**src/rtl/ddr_rd_pkg.sv**
```systemverilog
// Shared types and constants for the DDR read command generator.
package ddr_rd_pkg;

    typedef enum logic [1:0] {
        ST_IDLE,
        ST_ISSUE,
        ST_DRAIN,
        ST_WAIT_DONE
    } rd_state_t;

    localparam logic [2:0]  APP_CMD_RD     = 3'b001;
    localparam int unsigned BEATS_PER_UNIT = 4;
    localparam int unsigned XFER_CNT_W     = 34;

    localparam int unsigned CFG_N_MSB    = 63;
    localparam int unsigned CFG_N_LSB    = 32;
    localparam int unsigned CFG_ADDR_MSB = 31;
    localparam int unsigned CFG_ADDR_LSB = 0;

    // Full-width product so a 32-bit unit count never truncates.
    function automatic logic [XFER_CNT_W-1:0] units_to_cmds(input logic [31:0] n);
        return XFER_CNT_W'(n) * XFER_CNT_W'(BEATS_PER_UNIT);
    endfunction

endpackage

```
**src/rtl/ddr_rd_outstanding_cnt.sv**
```systemverilog
// Up/down count of read commands accepted by the MIG but not yet returned.
module ddr_rd_outstanding_cnt #(
    parameter int unsigned MAX_OUTSTANDING = 32
) (
    input  logic ddr_user_clk,
    input  logic ddr_user_rst,
    input  logic clr,
    input  logic inc,
    input  logic dec,
    output logic at_limit,
    output logic is_zero
);

    localparam int unsigned CNT_W = $clog2(MAX_OUTSTANDING + 1);

    logic [CNT_W-1:0] count;

    // A stray return beat with nothing outstanding must not wrap the count.
    always_ff @(posedge ddr_user_clk) begin
        if (ddr_user_rst || clr) begin
            count <= '0;
        end else if (inc && !dec) begin
            count <= count + 1'b1;
        end else if (dec && !inc && (count != '0)) begin
            count <= count - 1'b1;
        end
    end

    assign at_limit = (count >= CNT_W'(MAX_OUTSTANDING));
    assign is_zero  = (count == '0);

endmodule

```
**src/rtl/ddr_rd_cmd_gen.sv**
```systemverilog
// Issues 4*N sequential MIG read commands per start and forwards returned data.
// Optional watchdog abort is compiled in with DDR_RD_TIMEOUT_EN.
module ddr_rd_cmd_gen
    import ddr_rd_pkg::*;
#(
    parameter int unsigned ADDR_W          = 29,
    parameter int unsigned ADDR_STEP       = 8,
    parameter int unsigned MAX_OUTSTANDING = 32,
    parameter int unsigned TIMEOUT_CYCLES  = 1048576
) (
    input  logic              ddr_user_clk,
    input  logic              ddr_user_rst,
    input  logic              ddr_to_mac_start,
    input  logic [63:0]       I_cfg_value_rd_ddr,
    input  logic              ddr_to_mac_rd_en,
    input  logic              ddr_to_mac_done,
    output logic              app_en,
    output logic [2:0]        app_cmd,
    output logic [ADDR_W-1:0] app_addr,
    input  logic              app_rdy,
    input  logic [127:0]      app_rd_data,
    input  logic              app_rd_data_valid,
    output logic [127:0]      ddr_to_mac_data,
    output logic              ddr_to_mac_data_valid,
    output logic              busy,
    output logic              zero_len_err,
    output logic              timeout_err
);

    rd_state_t             state, state_nxt;
    logic [XFER_CNT_W-1:0] cmd_total, issued, returned;
    logic [ADDR_W-1:0]     addr;
    logic [31:0]           cfg_n;
    logic                  out_at_limit, out_zero;
    logic                  cmd_accept, start_ok, wd_expire;

    assign cfg_n = I_cfg_value_rd_ddr[CFG_N_MSB:CFG_N_LSB];

    if (ADDR_W < 32) begin : g_addr_trunc
        logic cfg_addr_unused;
        assign cfg_addr_unused = ^I_cfg_value_rd_ddr[CFG_ADDR_MSB:ADDR_W];
    end

`ifdef DDR_RD_TIMEOUT_EN
    localparam int unsigned WD_W = $clog2(TIMEOUT_CYCLES + 1);
    logic [WD_W-1:0] wd_cnt;
`else
    localparam int unsigned wd_limit_unused = TIMEOUT_CYCLES;
`endif

    assign app_en = !ddr_user_rst && (state == ST_ISSUE) && ddr_to_mac_rd_en &&
                    !out_at_limit && (issued < cmd_total);
    assign cmd_accept = app_en && app_rdy;
    assign start_ok   = (state == ST_IDLE) && ddr_to_mac_start && (cfg_n != '0);
    assign app_cmd    = APP_CMD_RD;
    assign app_addr   = addr;
    assign busy       = (state != ST_IDLE);

    always_comb begin
        state_nxt = state;
        unique case (state)
            ST_IDLE:      if (start_ok) state_nxt = ST_ISSUE;
            ST_ISSUE:     if (cmd_accept && (issued == cmd_total - 1'b1)) state_nxt = ST_DRAIN;
            ST_DRAIN: begin
                if (ddr_to_mac_done)                        state_nxt = ST_IDLE;
                else if (out_zero && (returned == cmd_total)) state_nxt = ST_WAIT_DONE;
            end
            ST_WAIT_DONE: if (ddr_to_mac_done) state_nxt = ST_IDLE;
            default:      state_nxt = ST_IDLE;
        endcase
`ifdef DDR_RD_TIMEOUT_EN
        // Expiry is judged against the un-aborted next state so a normal move counts as activity.
        wd_expire = busy && !cmd_accept && !app_rd_data_valid && (state_nxt == state) &&
                    (wd_cnt == WD_W'(TIMEOUT_CYCLES - 1));
        if (wd_expire) state_nxt = ST_IDLE;
`else
        wd_expire = 1'b0;
`endif
    end

    always_ff @(posedge ddr_user_clk) begin
        if (ddr_user_rst) begin
            state        <= ST_IDLE;
            cmd_total    <= '0;
            issued       <= '0;
            returned     <= '0;
            addr         <= '0;
            zero_len_err <= 1'b0;
        end else begin
            state        <= state_nxt;
            zero_len_err <= (state == ST_IDLE) && ddr_to_mac_start && (cfg_n == '0);
            if (wd_expire) begin
                issued   <= '0;
                returned <= '0;
            end else if (start_ok) begin
                cmd_total <= units_to_cmds(cfg_n);
                addr      <= I_cfg_value_rd_ddr[CFG_ADDR_LSB +: ADDR_W];
                issued    <= '0;
                returned  <= '0;
            end else begin
                if (cmd_accept) begin
                    issued <= issued + 1'b1;
                    addr   <= addr + ADDR_W'(ADDR_STEP);
                end
                if (app_rd_data_valid && ((state == ST_ISSUE) || (state == ST_DRAIN)))
                    returned <= returned + 1'b1;
            end
        end
    end

    always_ff @(posedge ddr_user_clk) begin
        if (ddr_user_rst) begin
            ddr_to_mac_data       <= '0;
            ddr_to_mac_data_valid <= 1'b0;
        end else begin
            ddr_to_mac_data       <= app_rd_data;
            ddr_to_mac_data_valid <= app_rd_data_valid;
        end
    end

`ifdef DDR_RD_TIMEOUT_EN
    always_ff @(posedge ddr_user_clk) begin
        if (ddr_user_rst || !busy || cmd_accept || app_rd_data_valid ||
            (state_nxt != state)) begin
            wd_cnt <= '0;
        end else begin
            wd_cnt <= wd_cnt + 1'b1;
        end
    end

    always_ff @(posedge ddr_user_clk) begin
        if (ddr_user_rst) timeout_err <= 1'b0;
        else              timeout_err <= wd_expire;
    end
`else
    assign timeout_err = 1'b0;
`endif

    ddr_rd_outstanding_cnt #(
        .MAX_OUTSTANDING (MAX_OUTSTANDING)
    ) u_outstanding (
        .ddr_user_clk (ddr_user_clk),
        .ddr_user_rst (ddr_user_rst),
        .clr          (wd_expire),
        .inc          (cmd_accept),
        .dec          (app_rd_data_valid),
        .at_limit     (out_at_limit),
        .is_zero      (out_zero)
    );

endmodule
```
**config.mk**
```make
export PLATFORM = sky130hd
export DESIGN_NAME = ddr_rd_cmd_gen
export DESIGN_NICKNAME = d
export VERILOG_FILES = /design/src/rtl/ddr_rd_pkg.sv /design/src/rtl/ddr_rd_outstanding_cnt.sv /design/src/rtl/ddr_rd_cmd_gen.sv
export SDC_FILE = /design/constraint.sdc
export NUM_CORES = 1
export LEC_CHECK = 0
export CORE_AREA = 2 2 125 218
export CTS_CLUSTER_SIZE = 20
export DETAILED_ROUTE_END_ITERATION = 10
export DIE_AREA = 0 0 127 220
export GPL_TIMING_DRIVEN = 0
export PLACE_DENSITY = 0.84
export RECOVER_POWER = 50
export SLEW_MARGIN = 20
export SYNTH_ARGS = -nofsm -noshare
export SYNTH_HDL_FRONTEND = slang
export SYNTH_HIERARCHICAL = 1
export SYNTH_SLANG_ARGS = --single-unit
```
**constraint.sdc**
```tcl
create_clock -name ddr_user_clk -period 4.6 [get_ports ddr_user_clk]
set_clock_uncertainty 0.15 [all_clocks]
set_input_delay 0.69 -clock ddr_user_clk [delete_from_list [all_inputs] [get_ports ddr_user_clk]]
set_output_delay 0.69 -clock ddr_user_clk [all_outputs]
set_load 0.005 [all_outputs]
```
==> results of run 1 <==
logic make-up (layout without fill, tap and decap cells):
| family | count (synthesis) | after routing | share of synthesized area (%) |
|---|---|---|---|
| AO/OA/AOI/OAI | 132 | 132 | 7.74 |
| XOR/XNOR | 148 | 148 | 10.4 |
| other | 2 | 6 | 0.0605 |
| AND/OR/NAND/NOR | 584 | 584 | 25.8 |
| flip-flops | 267 | 267 | 43.0 |
| adder cells (fa/ha/maj) | 47 | 47 | 4.79 |
| multiplexers | 43 | 43 | 3.47 |
| buffers and inverters | 139 | 535 | 4.71 |
critical path, stage by stage, from the launching register on:
cell       delay (ps)
dfxtp_1           550
inv_1              80
ha_1              330
and4_1            210
a221oi_1          500
o221ai_4          270
a21oi_2           250
clkbuf_2          260
buf_2             340
nand2b_2          200
ha_1              380
a21o_1            220
a21oi_1           170
nand4bb_2         140
nand3_1           100
nor3b_1           180
layout make-up:
cell class	count	area, µm²
fill	2091	8900
multi-input combinational	959	6530
sequential	267	5350
timing repair buffer	358	3580
clock buffer	32	692
tap	324	405
buffer	73	340
clock inverter	12	269
inverter	60	225
antenna	1	2.50
flip-flops by register name (all words and copies together), names as in the netlist:
register	flops
state	2
cmd_total	32
ddr_to_mac_data_valid	1
issued	34
returned	34
app_addr	29
ddr_to_mac_data	128
zero_len_err	1
u_outstanding/count	6
placed cells by master, fill, tap and decap left out, types with 9 or more instances in the layout:
cell type          n
clkbuf_16         25
a21oi_1           26
clkdlybuf4s50_1  195
xor2_1            87
mux2i_1           43
a211oi_1          22
nand2_1           45
nor2_1           163
inv_1             60
nor2b_1          135
dlygate4sd3_1    161
nor4_1            29
and3_1            29
nand3_1           50
dfxtp_1          262
xnor2_1           61
nor3_1            22
ha_1              46
o21ai_0           20
nand4_1           36
clkbuf_1          54
a311oi_1           9
or3_1             18
stage by stage:
| step | cell area [µm²] | hold WS [ps] |
|---|---|---|
| after floorplan | 12400 | 316 |
| after global placement | 16400 | 326 |
| after detailed placement | 16400 | 341 |
| after CTS | 17400 | 354 |
| after global routing | 17400 | 379 |
| final | 17400 | 341 |
routing by layer:
metal	share of wire [%]	global-route usage, %	wire length (µm)	vias to the layer above
li1	-	-	-	5409
met1	34	27.9	13800	5274
met2	52	53.0	21300	486
met3	7.1	5.58	2890	146
met4	6.9	18.3	2810	0
met5	0	0	0	-
final timing paths:
path | startpoint | endpoint | slack, ps | cells past startpoint
hold reg to reg | app_addr[2] | app_addr[2] | 340 | 2
hold / removal | app_addr[2] | app_addr[2] | 340 | 2
setup / recovery | cmd_total[13] | u_outstanding/count[5] | 160 | 15
setup reg to reg | cmd_total[13] | u_outstanding/count[5] | 160 | 15
what timing repair did:
action                     CTS  global route
hold buffers                 0             0
setup endpoints to repair    7             3
resized for setup            6             6
pin swaps                    1             1
buffers inserted             1             1
where the power goes:
group	leakage [µW]	total (µW)	switching, µW	internal, µW
clock	0.000462	2430	922	1510
sequential	0.00220	2690	193	2500
combinational	0.00448	2080	1130	944
==> results.yml, run 1 <==
flow_run:
  drv_cap: 0
clock_tree:
  cts_made_buffers: 25
  cts_num_sinks: 267
  cts_max_level: 1
  clk_pin_slew_ps: 70
  ctsRootBufferMaster: "clkbuf_16"
  clk_latency_ps: 540
  cts_tree: "done"
  clockBufferDepth: 3
floorplanning:
  die_h_um: 220
  die_w_um: 127
  design.portCount: 364
  rows: 79
  core_mm2: 0.0263
  die_area_mm2: 0.0279
  initial_core_util_pct: 47.2
power_and_ir_drop:
  power_uw: 7210
  leakage_uw: 0.00714
  power_density_mw_per_mm2: 414
  ir_drop_mv: 0.365
sta:
  fin_tns_setup_ps: 0
  worst_slack_ps: 164
  setup_viol: 0
  slew_headroom_pct: 33.4
  post-route-period-util_pct: 96.4
  slew_viol_final: 0
  worstMarginPinSlew_ps: 991
  finalHoldViolCount: 0
  max_freq_mhz: 225
  fin_crit_ps: 4440
yosys:
  synth_top_cell_by_area: "dfxtp_1"
  synth_area_leaders: "dfxtp_1 (43%), nor2b_1 (6.8%), xor2_1 (6.1%), nor2_1 (4.9%), ha_1 (4.6%)"
  synthTopCellsByCount: "dfxtp_1 (267), nor2_1 (163), nor2b_1 (135), xor2_1 (87), xnor2_1 (61)"
  ys_seq_elements: 267
  syn_area_mm2: 0.0124
  synthCells: 1362
  synth-seq-area-share_pct: 43.0
  yosys_warnings: 6
  yosysUniqueCellTypes: 76
  synth-async-reset-ratio_pct: 0
  synth.most_common_cell: "dfxtp_1"
  synth.avg_cell_area_um2: 9.12
  synth_edf_count: 0
  synth_top_area_share_pct: 43.0
  synthFlopType: "dfxtp_1"
grt:
  grt_pass1_vias: 11579
  grt_use_total_pct: 28.3
  grt_pass1_wl_um: 61400
  grt_start_max_net_pins: 17
  antenna_found_initial: 1
  overflow: 0
placement:
  numPlacedInstances: 2045
  port_buffers: 356
  pre_cts_ws_ps: -924
  dp_hpwl_um: 32200
  globalplace.congestion: 0.969
layout:
  area_delta_synth_final_pct: 40.0
  stdcell_count: 2086
  drive_above_1_share_pct: 5.79
  fin_nets: 1990
  final_util_pct: 66.2
routing:
  num_vias: 11315
  routedWlPerCell_um: 19.6
  routed_wl_um: 40800
  drc: 0
  postRouteAntennaNets: 0
  avgViaCountPerCell: 5.42
  dr.pass1.iters: 5
  drt_iter0_drc: 614
critical_path:
  cp.arrival_ps: 4730
  critPathRequiredTime_ps: 4900
  crit_path_end_kind: "flip-flop"
  crit_path_start_kind: "flip-flop"
  path_max_fanout: 11
  worstSetupPathType: "reg2reg"
hold_path:
  min_path_type: "reg2reg"
outcome:
  outcome: "completed"
Power figures use the tool's default switching activity.
==> run 2, diff against run 1 <==
CORE_AREA = 4 4 127 220   (was 2 2 125 218)
DIE_AREA = 0 0 131 224   (was 0 0 127 220)
==> run 2 against run 1 <==
  * First-iteration DRC count increased by 6.4%
  * Combinational power barely moved
  * Sequential share of layout area increased by 0.29 points
  * Sequential cell count is the same
  * Setup slack better by 49 ps
  * Routed wire length is 8.2% higher
  * Non-clock buffer count down 3
  * Via count grew 1.3%
  * Critical path type unchanged
  * Critical endpoint is now state[0]
  * Largest power group unchanged
==> results.yml, run 2 (synthesis results as in run 1) <==
grt:
  grt_pass1_wl_um: 65400
  grt_pass1_vias: 11754
  grt_use_total_pct: 29.3
  overflow: 0
  antenna_found_initial: 3
  grt_start_max_net_pins: 15
sta:
  worstMarginPinSlew_ps: 959
  slew_viol_final: 0
  slew_headroom_pct: 35.4
  fin_tns_setup_ps: 0
  finalHoldViolCount: 0
  rsz0062_at_grt: "false"
  max_freq_mhz: 228
  timing.hold.ws_ps: 365
  fin_crit_ps: 4390
  post-route-period-util_pct: 95.4
  setup_viol: 0
routing:
  routed_wl_um: 44200
  drt_iter0_drc: 653
  routedWlPerCell_um: 21.2
  num_vias: 11465
  dr.pass1.iters: 5
  drc: 0
  avgViaCountPerCell: 5.52
  postRouteAntennaNets: 0
floorplanning:
  die_w_um: 131
  core_mm2: 0.0261
  die_h_um: 224
  rows: 78
  initial_core_util_pct: 47.7
  die_area_mm2: 0.0293
  design.portCount: 364
clock_tree:
  clockBufferDepth: 3
  cts_made_buffers: 25
  postCtsSetupBuffers: 0
  cts_max_level: 1
  clk_latency_ps: 550
  ctsRootBufferMaster: "clkbuf_16"
  cts_num_sinks: 267
  clk_pin_slew_ps: 80
  cts_tree: "done"
layout:
  final_common_cell: "dfxtp_1"
  diodes: 0
  n_fill_cell: 2072
  drive_above_1_share_pct: 5.69
  final_cell_area_mm2: 0.0172
  layout_common_cells: "dfxtp_1 (261), clkdlybuf4s50_1 (203), nor2_1 (163), dlygate4sd3_1 (153), nor2b_1 (135)"
  largest_register_ffs: 128
  fin_nets: 1987
  top_regs: "ddr_to_mac_data (128), issued (34), returned (34)"
  top_register: "ddr_to_mac_data"
  area_delta_synth_final_pct: 38.8
placement:
  dp_hpwl_um: 36300
  globalplace.congestion: 1.02
  port_buffers: 356
  place_area_mm2: 0.0164
power_and_ir_drop:
  power.share.clock_pct: 30.2
  combPwrFrac_pct: 30.5
  p_sw_uw: 2240
  power_uw: 6890
  ir_drop_mv: 0.348
  switching_share_pct: 32.5
  p_int_uw: 4650
  leakage_uw: 0.00706
  power_density_mw_per_mm2: 400
  p_seq_share_pct: 39.3
flow_run:
  drv_cap: 0
critical_path:
  crit_path_end_kind: "flip-flop"
  worstSetupPathType: "reg2reg"
  crit_path_start_kind: "flip-flop"
  critPathRequiredTime_ps: 4860
  cp.arrival_ps: 4650
  path_max_fanout: 7
outcome:
  outcome: "completed"
hold_path:
  min_path_type: "reg2reg"
[run 2: worst paths after layout]
check	startpoint	endpoint	slack [ps]	depth (start not counted)
max	cmd_total[3]	state[0]	210	10
min reg2reg	app_addr[2]	app_addr[2]	370	2
min	app_addr[2]	app_addr[2]	370	2
max reg2reg	cmd_total[3]	state[0]	210	10
[run 2: critical path, cell delays in order, from the launching register on]
cell and delay [ps]:
dfxtp_1 430, inv_1 140, ha_1 250, nor4b_4 540
nand3_1 310, or4_1 670, a221oi_2 380, o211ai_1 150
nor4_1 830, a31o_2 300, a311oi_2 90
[run 2: routing by layer]
metal | GRT usage (%) | wire length [µm] | vias up
li1 | - | - | 5405
met1 | 29.9 | 14700 | 5394
met2 | 53.9 | 23200 | 537
met3 | 5.73 | 3320 | 129
met4 | 16.9 | 2980 | 0
met5 | 0 | 0 | -
[run 2: layout make-up]
cell class                      count  area, µm²  share of cell area [%]
Multi-Input combinational cell    959       6540                    38.0
Tap cell                          320        400                    2.32
Buffer                             72        339                    1.97
Clock buffer                       36        717                    4.16
Timing Repair Buffer              356       3560                    20.7
Sequential cell                   267       5350                    31.1
Clock inverter                      8       96.3                   0.559
Inverter                           60        225                    1.31
[run 2: metrics by stage]
| stage | util [%] | cells | setup slack, ps |
|---|---|---|---|
| floorplan | - | 1365 | 457 |
| finish | 66.1 | 2078 | 213 |
| CTS | 66.1 | 2081 | 14.6 |
| global placement | 62.9 | 2041 | -858 |
| global route | 66.1 | 2078 | 15.5 |
| detailed placement | 62.9 | 2041 | -987 |
[run 2: power by group through the flow]
stage | registers, µW | logic [µW] | clock network [µW]
floorplan | 2680 | 1230 | 0
global placement | 2720 | 2100 | 0
detailed placement | 2720 | 2140 | 0
CTS | 2690 | 2140 | 2110
global route | 2730 | 2270 | 2200
finish | 2710 | 2100 | 2080
[run 2: what timing repair did]
item / CTS / global route
endpoints found under the hold margin: 0 / 0
hold buffers: 0 / 0
endpoints found under the setup margin: 7 / 3
resized for setup: 7 / 10
